`src/rtl/alu_ctrl_pkg.sv`:
```
// Shared types and constants for the multi-cycle ALU sequencer.
// ERR state exists only when ALU_CTRL_DIVZERO_EN is defined.
package alu_ctrl_pkg;

  typedef enum logic [3:0] {
    S_IDLE,
    S_LOAD,
    S_EVAL,
    S_ADD,
    S_SUB,
    S_SHR,
    S_SHL,
    S_SETQ,
    S_CORR,
    S_OUT_LO,
    S_OUT_HI
`ifdef ALU_CTRL_DIVZERO_EN
    , S_ERR
`endif
  } state_e;

  localparam logic [1:0] OP_ADD = 2'b00;
  localparam logic [1:0] OP_SUB = 2'b01;
  localparam logic [1:0] OP_MUL = 2'b10;
  localparam logic [1:0] OP_DIV = 2'b11;

  localparam int C_LOAD   = 0;
  localparam int C_ADD    = 1;
  localparam int C_SUB    = 2;
  localparam int C_SHR    = 3;
  localparam int C_SHL    = 4;
  localparam int C_SETQ   = 5;
  localparam int C_CNT    = 6;
  localparam int C_CORR   = 7;
  localparam int C_OUT_LO = 8;
  localparam int C_OUT_HI = 9;
  localparam int CTRL_W   = 10;

endpackage

```
`src/rtl/alu_iter_counter.sv`:
```
// Iteration counter for MUL/DIV loops; saturates at WIDTH-1 (never wraps).
module alu_iter_counter #(
  parameter int WIDTH = 8
) (
  input  logic i_clk,
  input  logic i_rst,
  input  logic i_clear,
  input  logic i_inc,
  output logic o_last
);
  localparam int CNT_W = (WIDTH > 1) ? $clog2(WIDTH) : 1;

  logic [CNT_W-1:0] r_cnt;

  always_ff @(posedge i_clk) begin
    if (i_rst || i_clear) r_cnt <= '0;
    else if (i_inc && !o_last) r_cnt <= r_cnt + 1'b1;
  end

  assign o_last = (r_cnt == CNT_W'(WIDTH - 1));

endmodule

```
`src/rtl/alu_seq_ctrl.sv`:
```
// Sequencer for add/sub/Booth-multiply/non-restoring-divide on the A/Q/M datapath.
// Optional ALU_CTRL_DIVZERO_EN: divide with dvz=1 aborts through ERR.
module alu_seq_ctrl
  import alu_ctrl_pkg::*;
#(
  parameter int WIDTH = 8
) (
  input  logic              clk,
  input  logic              rst,
  input  logic              start,
  input  logic [1:0]        sel,
  input  logic              q_0,
  input  logic              q_min1,
  input  logic              sign,
  input  logic              dvz,
  output logic [CTRL_W-1:0] c,
  output logic [1:0]        op,
  output logic              ready,
  output logic              done,
  output logic              err
);
  state_e     r_state, w_next;
  logic [1:0] r_op;
  logic       w_last;
  logic       w_after_alu_mul, w_after_alu_div;

`ifndef ALU_CTRL_DIVZERO_EN
  logic w_unused_dvz;
  assign w_unused_dvz = dvz;
`endif

  always_ff @(posedge clk) begin
    if (rst) begin
      r_state <= S_IDLE;
      r_op    <= OP_ADD;
    end else begin
      r_state <= w_next;
      if (r_state == S_IDLE && start) r_op <= sel;
    end
  end

  assign op = r_op;

  alu_iter_counter #(.WIDTH(WIDTH)) u_cnt (
    .i_clk   (clk),
    .i_rst   (rst),
    .i_clear (r_state == S_LOAD),
    .i_inc   (c[C_CNT]),
    .o_last  (w_last)
  );

  assign w_after_alu_mul = (r_op == OP_MUL);
  assign w_after_alu_div = (r_op == OP_DIV);

  always_comb begin
    w_next = r_state;
    c      = '0;
    ready  = 1'b0;
    done   = 1'b0;
    err    = 1'b0;
    case (r_state)
      S_IDLE: begin
        ready = 1'b1;
        if (start) w_next = S_LOAD;
      end
      S_LOAD: begin
        c[C_LOAD] = 1'b1;
        case (r_op)
          OP_ADD:  w_next = S_ADD;
          OP_SUB:  w_next = S_SUB;
          OP_MUL:  w_next = S_EVAL;
`ifdef ALU_CTRL_DIVZERO_EN
          default: w_next = dvz ? S_ERR : S_SHL;
`else
          default: w_next = S_SHL;
`endif
        endcase
      end
      S_EVAL: begin
        case ({q_0, q_min1})
          2'b10:   w_next = S_SUB;
          2'b01:   w_next = S_ADD;
          default: w_next = S_SHR;
        endcase
      end
      // SUB reuses the adder with inverted M and carry-in, so C_ADD rides along.
      S_ADD, S_SUB: begin
        c[C_ADD] = 1'b1;
        c[C_SUB] = (r_state == S_SUB);
        if (w_after_alu_mul)      w_next = S_SHR;
        else if (w_after_alu_div) w_next = S_SETQ;
        else                      w_next = S_OUT_LO;
      end
      S_SHR: begin
        c[C_SHR] = 1'b1;
        c[C_CNT] = 1'b1;
        w_next   = w_last ? S_OUT_LO : S_EVAL;
      end
      S_SHL: begin
        c[C_SHL] = 1'b1;
        w_next   = sign ? S_ADD : S_SUB;
      end
      S_SETQ: begin
        c[C_SETQ] = 1'b1;
        c[C_CNT]  = 1'b1;
        if (w_last) w_next = sign ? S_CORR : S_OUT_LO;
        else        w_next = S_SHL;
      end
      S_CORR: begin
        c[C_CORR] = 1'b1;
        c[C_ADD]  = 1'b1;
        w_next    = S_OUT_LO;
      end
      S_OUT_LO: begin
        c[C_OUT_LO] = 1'b1;
        if (r_op[1]) w_next = S_OUT_HI;
        else begin
          done   = 1'b1;
          w_next = S_IDLE;
        end
      end
      S_OUT_HI: begin
        c[C_OUT_HI] = 1'b1;
        done        = 1'b1;
        w_next      = S_IDLE;
      end
`ifdef ALU_CTRL_DIVZERO_EN
      S_ERR: begin
        err    = 1'b1;
        done   = 1'b1;
        w_next = S_IDLE;
      end
`endif
      default: w_next = S_IDLE;
    endcase
  end

endmodule
```
`config.mk`:
```
export PLATFORM = sky130hd
export DESIGN_NAME = alu_seq_ctrl
export DESIGN_NICKNAME = d
export VERILOG_FILES = /design/src/rtl/alu_ctrl_pkg.sv /design/src/rtl/alu_iter_counter.sv /design/src/rtl/alu_seq_ctrl.sv
export SDC_FILE = /design/constraint.sdc
export NUM_CORES = 1
export LEC_CHECK = 0
export BUFFER_PORTS_ARGS = -buffer_cell sky130_fd_sc_hd__buf_2
export CORE_MARGIN = 5
export CORE_UTILIZATION = 28
export DETAILED_ROUTE_END_ITERATION = 7
export MAX_ROUTING_LAYER = met4
export PLACE_DENSITY = 0.61
export REMOVE_ABC_BUFFERS = 1
export SETUP_SLACK_MARGIN = 0.02
export SLEW_MARGIN = 25
export SYNTH_ARGS = -nofsm -noshare
export SYNTH_HDL_FRONTEND = slang
export SYNTH_SLANG_ARGS = --single-unit
```
`constraint.sdc`:
```
create_clock -name clk -period 3.6 [get_ports clk]
set_clock_uncertainty 0.05 [all_clocks]
set_input_delay 0.36 -clock clk [delete_from_list [all_inputs] [get_ports clk]]
set_output_delay 0.36 -clock clk [all_outputs]
set_load 0.01 [all_outputs]
```
Word-level counts from Yosys, hierarchy flattened
Cells that the tools add are included.

storage, ports and cells
  register bits after elaboration = 9
  logic and storage cells = 54
  output and inout port bits = 15
  input bits = 9

cells by class
  reduce and logical (&&, ||, !) cells = 9
  eq/ne operators = 17
  multiplexer cells = 24
  add/sub/neg operators = 1

operator list
  operator                                                               count
  4-bit one-hot mux with 9 select lines                                  1
  4-bit 2-to-1 mux                                                       6
  4-bit by 3-bit equality test with 1-bit output, second input constant  4
  1-bit 2-to-1 mux                                                       13
  4-bit equality test, second input constant                             3
  3-bit one-hot mux with 3 select lines                                  1
  4-bit by 2-bit equality test with 1-bit output, second input constant  2
  2-bit equality test, second input constant                             3
  3-bit one-hot mux with 2 select lines                                  1
  2-bit by 1-bit equality test with 1-bit output, second input constant  2
  4-bit by 1-bit equality test with 1-bit output, second input constant  1
  4-bit zero test                                                        1
  2-bit OR reduction                                                     2
  3-bit by 1-bit adder with 3-bit output, second input constant          1
  3-bit equality test, second input constant                             1
  3-bit 2-to-1 mux                                                       1
  3-bit OR reduction                                                     1
  1-bit logical AND                                                      2
  2-bit zero test                                                        1
  2-bit inequality test, second input constant                           1
  1-bit one-hot mux with 2 select lines                                  1
  1-bit zero test                                                        1
  1-bit logical OR                                                       1

Logic depth before layout (Yosys ltp)
Gate-level depths: netlist of run 1.

  depth in word-level cells = 4
  depth in mapped cells = 6

Modules after synthesis
A second synthesis of run 1 with hierarchy kept.

unflattened totals
  cell total of the unflattened synthesis = 97
  area total of the unflattened synthesis = 772.0 um2

by module, submodules not included
  module            area each (um2)  cells each  instances  seq. area each (um2)
  alu_seq_ctrl      629.4            85          1          120.1
  alu_iter_counter  142.6            12          1          60.1

Worst setup path before layout of run 1
OpenSTA, ideal clock, no wires.

  path type = reg2out
  start = register r_state[3]
  end = output c[1]
  setup slack = 1.983 ns
  buffers on the path = 1
  cell stages (with the launch flop) = 5
  data arrival time = 1.207 ns
  path through = dfxtp_1 > clkbuf_1 > nand2b_1 > nor3_1 > a21o_1

on the way
  word-level cells in the longest chain between the ends = 3
  elaborated cells on any way between the ends = 5
  those cells by class = eq/ne (3); mux (1); reduce/logical (1)

ends and longest elaborated chain
  element                                                                 RTL line            text
  start: declaration                                                      alu_seq_ctrl.sv:22  state_e r_state, w_next;
  start signal: assignment                                                alu_seq_ctrl.sv:37  r_state <= w_next;
  4-bit by 3-bit equality test with 1-bit output (tied with other cells)  alu_seq_ctrl.sv:61  case (r_state)
  3-bit OR reduction (no source line) *                                   -
  1-bit 2-to-1 mux *                                                      alu_seq_ctrl.sv:61
  end: declaration                                                        alu_seq_ctrl.sv:16  output logic [CTRL_W-1:0] c,

Every way passes the cells marked *; elsewhere a longest branch is shown, timed or not.

Worst setup path after layout of run 1
  start = register r_state[0]
  end = output c[1]

The elaborated chain is that of the path after synthesis.

==> impl_metrics.ini, run 1 <==
[drt]
viasPerCell = 5.18
first_iter_violations = 27
final_antenna_net_count = 0
drtPass1Iterations = 4
vias = 735
drc = 0
wl_per_cell_um = 12.5
wl_um = 1770

[sta]
setup_viol_count_final = 0
post-route-period-util_pct = 56.6
fin_setup_tns_ns = 0
hold_viol_final = 0
period_minus_slack_ns = 2.04
slew_viol_final = 0
rsz0062_at_grt = false
fmax_ghz = 0.490
whs_ns = 0.243

[synth]
synth.distinct_cells = 32
synth_cells = 98
synth_area_per_cell_sq_um = 6.96
ys_ff_latch = 9
netlist.area_leader.share_pct = 26.4
yosysWarnings = 0
yosysSeqAreaShare_pct = 26.4
netlist_area_sq_um = 682
ys_top_cells_by_area = dfxtp_1, nand2b_1, nor2_1, nand2_1, nor3_1
synth_top_area_cell = dfxtp_1

[clocking]
h-tree-depth = 1
post_cts_buffers = 0
cts_tree = yes
postCtsHoldBufs = 0
cts.sinks = 9
cts_buffer_depth = 2
path_clk_slew_ns = 0.07
cts-buffers-inserted = 3
cts-resized-gates = 0
clock_latency_ns = 0.26
cts_root_buffer = clkbuf_4

[cells_and_area]
diodes = 0
nets = 126
post-route-util_pct = 35.0
layout.cells.non_filler = 142
syn_to_final_growth_pct = 16.9
post_route_cells_drive_above_1_share_pct = 22.8
final_cell_mix = buf_2, nor2_1, nand2_1, dfxtp_1, nand2b_1
final_common_cell = buf_2

[global_routing]
grt_max_degree = 15
gr-usage-all-layers_pct = 11.2
grt_antenna_before_repair = 0
grt_pass1_vias = 690
gr-total-overflow = 0
grt_pass1_wl_um = 3000

[worst_setup_path]
cp-end-kind = output port
rrSetupSlack_ns = 1.97
worst_ep_arrival_time_ns = 1.63
slowest_delay_ns = 0.61
cp_max_fo = 14
r2r_end = u_cnt.r_cnt[0]
slowest_stage = dfxtp_1
regToRegStartpoint = r_state[2]
crit_type = reg -> out
ff2ff_path_depth = 4
worstSetupStartpointType = flop
cp_cell_sequence = nand2_1 > o22ai_1 > a21o_1 > buf_2
crit_required_ns = 3.19

[floorplan]
die-area_sq_um = 3520
dieHeight_um = 59.4
rows = 17
initial_utilization_pct = 30.0
core-area_sq_um = 2280
die_x_um = 59.4
io_pins = 24

[power_and_ir_drop]
switching_share_pct = 38.9
p_leak_nw = 0.362
peakVddDrop_mv = 0.172
p_comb_share_pct = 34.2
clkPwrFrac_pct = 24.8
pwr_density_cell_nw_per_um2 = 408
intPower_uw = 199
total_power_uw = 325
seqPwrFrac_pct = 41.0
switchingPower_uw = 126

[placement]
placedCellCount = 138
port_buffers = 21
dpl.hpwl_um = 1310
gp_congestion = 0.799

[hold_path]
hold_path_startpoint = rst
min_path_cells = 2
worst_hold_path.endpoint = op[0]
min_path_type = in -> reg

[run]
maxCapViolCount = 0

[status]
status = finished, final reports clean
[worst max-delay path, delay by kind of cell (launching register included)]
| kind | cells | cell delay [ns] |
|---|---|---|
| DFF | 1 | 0.61 |
| buffers and inverters | 1 | 0.12 |
| AOI/OAI and AO/OA | 2 | 0.47 |
| and+or+nand+nor | 1 | 0.15 |
[state kept, by name, summed over array words and instances, names as in the netlist]
register and count:
r_state 4, op 2, u_cnt.r_cnt 3
[cells in the mapped netlist]
cell type,instances
o22a_1,1
buf_2,2
xnor2_1,1
a21oi_1,5
a32oi_1,1
nor2b_1,2
o21ai_0,5
nor4_2,1
ha_1,2
a22oi_1,1
nor2_1,12
o32a_1,1
or3_1,1
nor3_1,6
clkbuf_1,3
a31oi_1,3
inv_1,5
conb_1,1
nand2_1,9
dfxtp_1,9
o211ai_1,1
nand3_1,4
buf_4,4
nand4_1,1
nor2_2,1
nand2b_1,8
a221o_1,1
a2bb2oi_1,1
a21o_1,3
nor4_1,1
or2_1,1
o22ai_1,1
[layout make-up]
cell class	instances	area (sq um)
repair buffers	21	105
fillers	252	1480
clock buffers	4	26.3
inverters	5	18.8
flip-flops and latches	9	180
multi-input cells	75	432
well taps	28	35.0
[worst max path at each step]
stage,cells past startpoint,start,slack (ns),endpoint
after floorplan,3,r_state[2],2.08,c[1]
after global routing,3,r_state[2],1.43,c[2]
final,4,r_state[0],1.56,c[1]
after detailed placement,3,r_state[2],1.87,c[2]
after global placement,3,r_state[0],1.88,c[0]
after CTS,3,r_state[2],1.58,c[2]
[routing by layer]
layer  vias up  GRT usage [%]  routed length (um)
li1        370              -                   -
met1       333           13.5                 789
met2        30           17.6                 835
met3         2           2.40                 131
met4         0           5.18                  17
met5         -              -                   0
[kinds of logic after synthesis]
group / count (synthesis) / share of synthesized area, %
xor gates and xnor gates: 1 / 1.28
adders and majority gates: 2 / 3.67
DFF: 9 / 26.4
and+or+nand+nor: 47 / 34.5
other: 1 / 0.550
buffers and inverters: 14 / 10.3
AOI/OAI and AO/OA: 24 / 23.3
[power groups by stage]
stage,sequential [mW],combinational [mW],clock (mW)
after detailed placement,0.135,0.110,0
after CTS,0.132,0.111,0.0829
after global routing,0.136,0.125,0.0864
after global placement,0.135,0.109,0
final,0.133,0.111,0.0806
after floorplan,0.129,0.0780,0
[per-stage QoR]
| step | setup slack (ns) | cell area, sq um |
|---|---|---|
| after CTS | 1.58 | 797 |
| final | 1.56 | 797 |
| after detailed placement | 1.87 | 771 |
| after floorplan | 2.08 | 631 |
| after global routing | 1.43 | 797 |
| after global placement | 1.88 | 771 |
Note: power is estimated with default switching activity, not from simulation.
==> run 2, diff against run 1 <==
--- a/config.mk
+++ b/config.mk
@@ -10,7 +10,7 @@
 export CORE_UTILIZATION = 28
 export DETAILED_ROUTE_END_ITERATION = 7
 export MAX_ROUTING_LAYER = met4
-export PLACE_DENSITY = 0.61
+export PLACE_DENSITY = 0.63
 export REMOVE_ABC_BUFFERS = 1
 export SETUP_SLACK_MARGIN = 0.02
 export SLEW_MARGIN = 25
==> constraint.sdc (replaced) <==
create_clock -name clk -period 1.7 [get_ports clk]
set_clock_uncertainty 0.05 [all_clocks]
set_input_delay 0.17 -clock clk [delete_from_list [all_inputs] [get_ports clk]]
set_output_delay 0.17 -clock clk [all_outputs]
set_load 0.01 [all_outputs]
==> impl_metrics.ini, run 2 (synthesis results as in run 1) <==
[floorplan]
die-area_sq_um = 3520
dieHeight_um = 59.4
io_pins = 24
die_x_um = 59.4
core-area_sq_um = 2280
rows = 17
initial_utilization_pct = 30.0

[global_routing]
met2_usage_pct = 17.2
grt.busiest_layer = met2
grt_pass1_wl_um = 2860
met1_usage_pct = 12.5
grt_pass1_vias = 697
grtUsageMet3_pct = 4.36
gr-total-overflow = 0
grt_max_degree = 13
grt_antenna_before_repair = 0
gr-usage-all-layers_pct = 10.8

[power_and_ir_drop]
intPower_uw = 446
peakVddDrop_mv = 0.449
pwr_density_cell_nw_per_um2 = 831
switching_share_pct = 36.5
total_power_uw = 702
seqPwrFrac_pct = 39.2
p_comb_share_pct = 38.4
p_leak_nw = 0.393
clkPwrFrac_pct = 22.4
switchingPower_uw = 256

[sta]
fmax_ghz = 0.618
period_minus_slack_ns = 1.62
post-route-period-util_pct = 95.2
slew_viol_final = 0
setup_ws_ns = 0.0820
hold_viol_final = 0
rsz0062_at_grt = true
setup_viol_count_final = 0
fin_setup_tns_ns = 0

[worst_setup_path]
crit_required_ns = 1.48
worst_ep_arrival_time_ns = 1.40
worst-path-buf-inv = 2
cp-end-kind = output port
cp_cell_sequence = buf_4 > nand2b_1 > nor3_1 > a21o_1 > buf_2
worstSetupStartpointType = flop
slowest_stage = dfxtp_2
critPathTopFamily = simple AND/OR/NAND/NOR gates
slowest_delay_ns = 0.37
cp_max_fo = 9
crit_type = reg -> out
rrSetupSlack_ns = 0.17

[clocking]
path_clk_slew_ns = 0.06
h-tree-depth = 1
cts.sinks = 9
clock_latency_ns = 0.25
cts_buffer_depth = 2
post_cts_buffers = 0
cts_root_buffer = clkbuf_4
cts-buffers-inserted = 3
cts_tree = yes
postCtsHoldBufs = 0

[cells_and_area]
regMostFlops = r_state
final_common_cell = buf_2
post_route_cells_drive_above_1_share_pct = 30.3
regArea_sq_um = 185
post-route-util_pct = 37.1
final_cell_mix = buf_2, nor2_1, nand2_1
largest_reg_flops = 4
multi_input_area_sq_um = 437
fill_cells = 245
syn_to_final_growth_pct = 23.9
diodes = 0
nets = 131

[status]
status = finished, final reports clean

[drt]
wl_um = 1690
vias = 735
drc = 0
viasPerCell = 5.00
final_antenna_net_count = 0
first_iter_violations = 9
drtPass1Iterations = 4
wl_per_cell_um = 11.5

[placement]
place_ws_ns = 0.176
dpl.hpwl_um = 1360
gp_congestion = 0.850
port_buffers = 21

[hold_path]
min_path_type = in -> reg

[run]
maxCapViolCount = 0
==> run 2: changes by cell type in the layout (fill, tap and decap cells not counted), sizes merged <==
cell  delta
buf      +5
==> run 2: worst paths after layout <==
path | from | end | cells past startpoint
setup / recovery | r_state[2] | c[1] | 5
hold / removal | rst | op[0] | 2
setup reg to reg | u_cnt.r_cnt[0] | u_cnt.r_cnt[0] | 6
hold reg to reg | u_cnt.r_cnt[1] | u_cnt.r_cnt[1] | 2
==> run 2: area by class of cell <==
class	instances	share of cell area (%)
flip-flops and latches	9	21.9
clock buffers	4	3.11
well taps	28	4.15
repair buffers	26	16.9
multi-input cells	75	51.7
inverters	5	2.22
==> run 2: repair_timing <==
action                                  in CTS  in global routing
endpoints found under the setup margin       3                  7
gates cloned                                 0                  0
gates resized for setup                      3                  2
==> run 2: worst reg2reg max path, cell delays in order (launching register included) <==
cell	delay, ns
dfxtp_1	0.32
ha_1	0.19
ha_1	0.22
nand2b_1	0.22
nor2_1	0.23
xnor2_1	0.15
nor2_1	0.05
==> run 2: power by group through the flow <==
stage,clock (mW),sequential [mW],combinational [mW]
after floorplan,0,0.273,0.165
after global placement,0,0.277,0.263
after detailed placement,0,0.276,0.267
after CTS,0.163,0.273,0.271
after global routing,0.177,0.280,0.305
final,0.157,0.275,0.270
==> run 2: stage by stage <==
| stage | instance area [sq um] | cells | hold WS (ns) |
|---|---|---|---|
| after CTS | 842 | 147 | 0.0625 |
| final | 845 | 147 | 0.0718 |
| after global placement | 808 | 143 | 0.326 |
| after detailed placement | 808 | 143 | 0.333 |
| after global routing | 845 | 147 | 0.0558 |
| after floorplan | 631 | 89 | 0.189 |
==> run 2: routing by layer <==
metal	share of wire (%)	vias up	wire length (um)
met5	0	-	0
met4	0.24	0	4
met3	4.4	2	75
met2	49	15	819
met1	47	337	789
li1	-	381	-
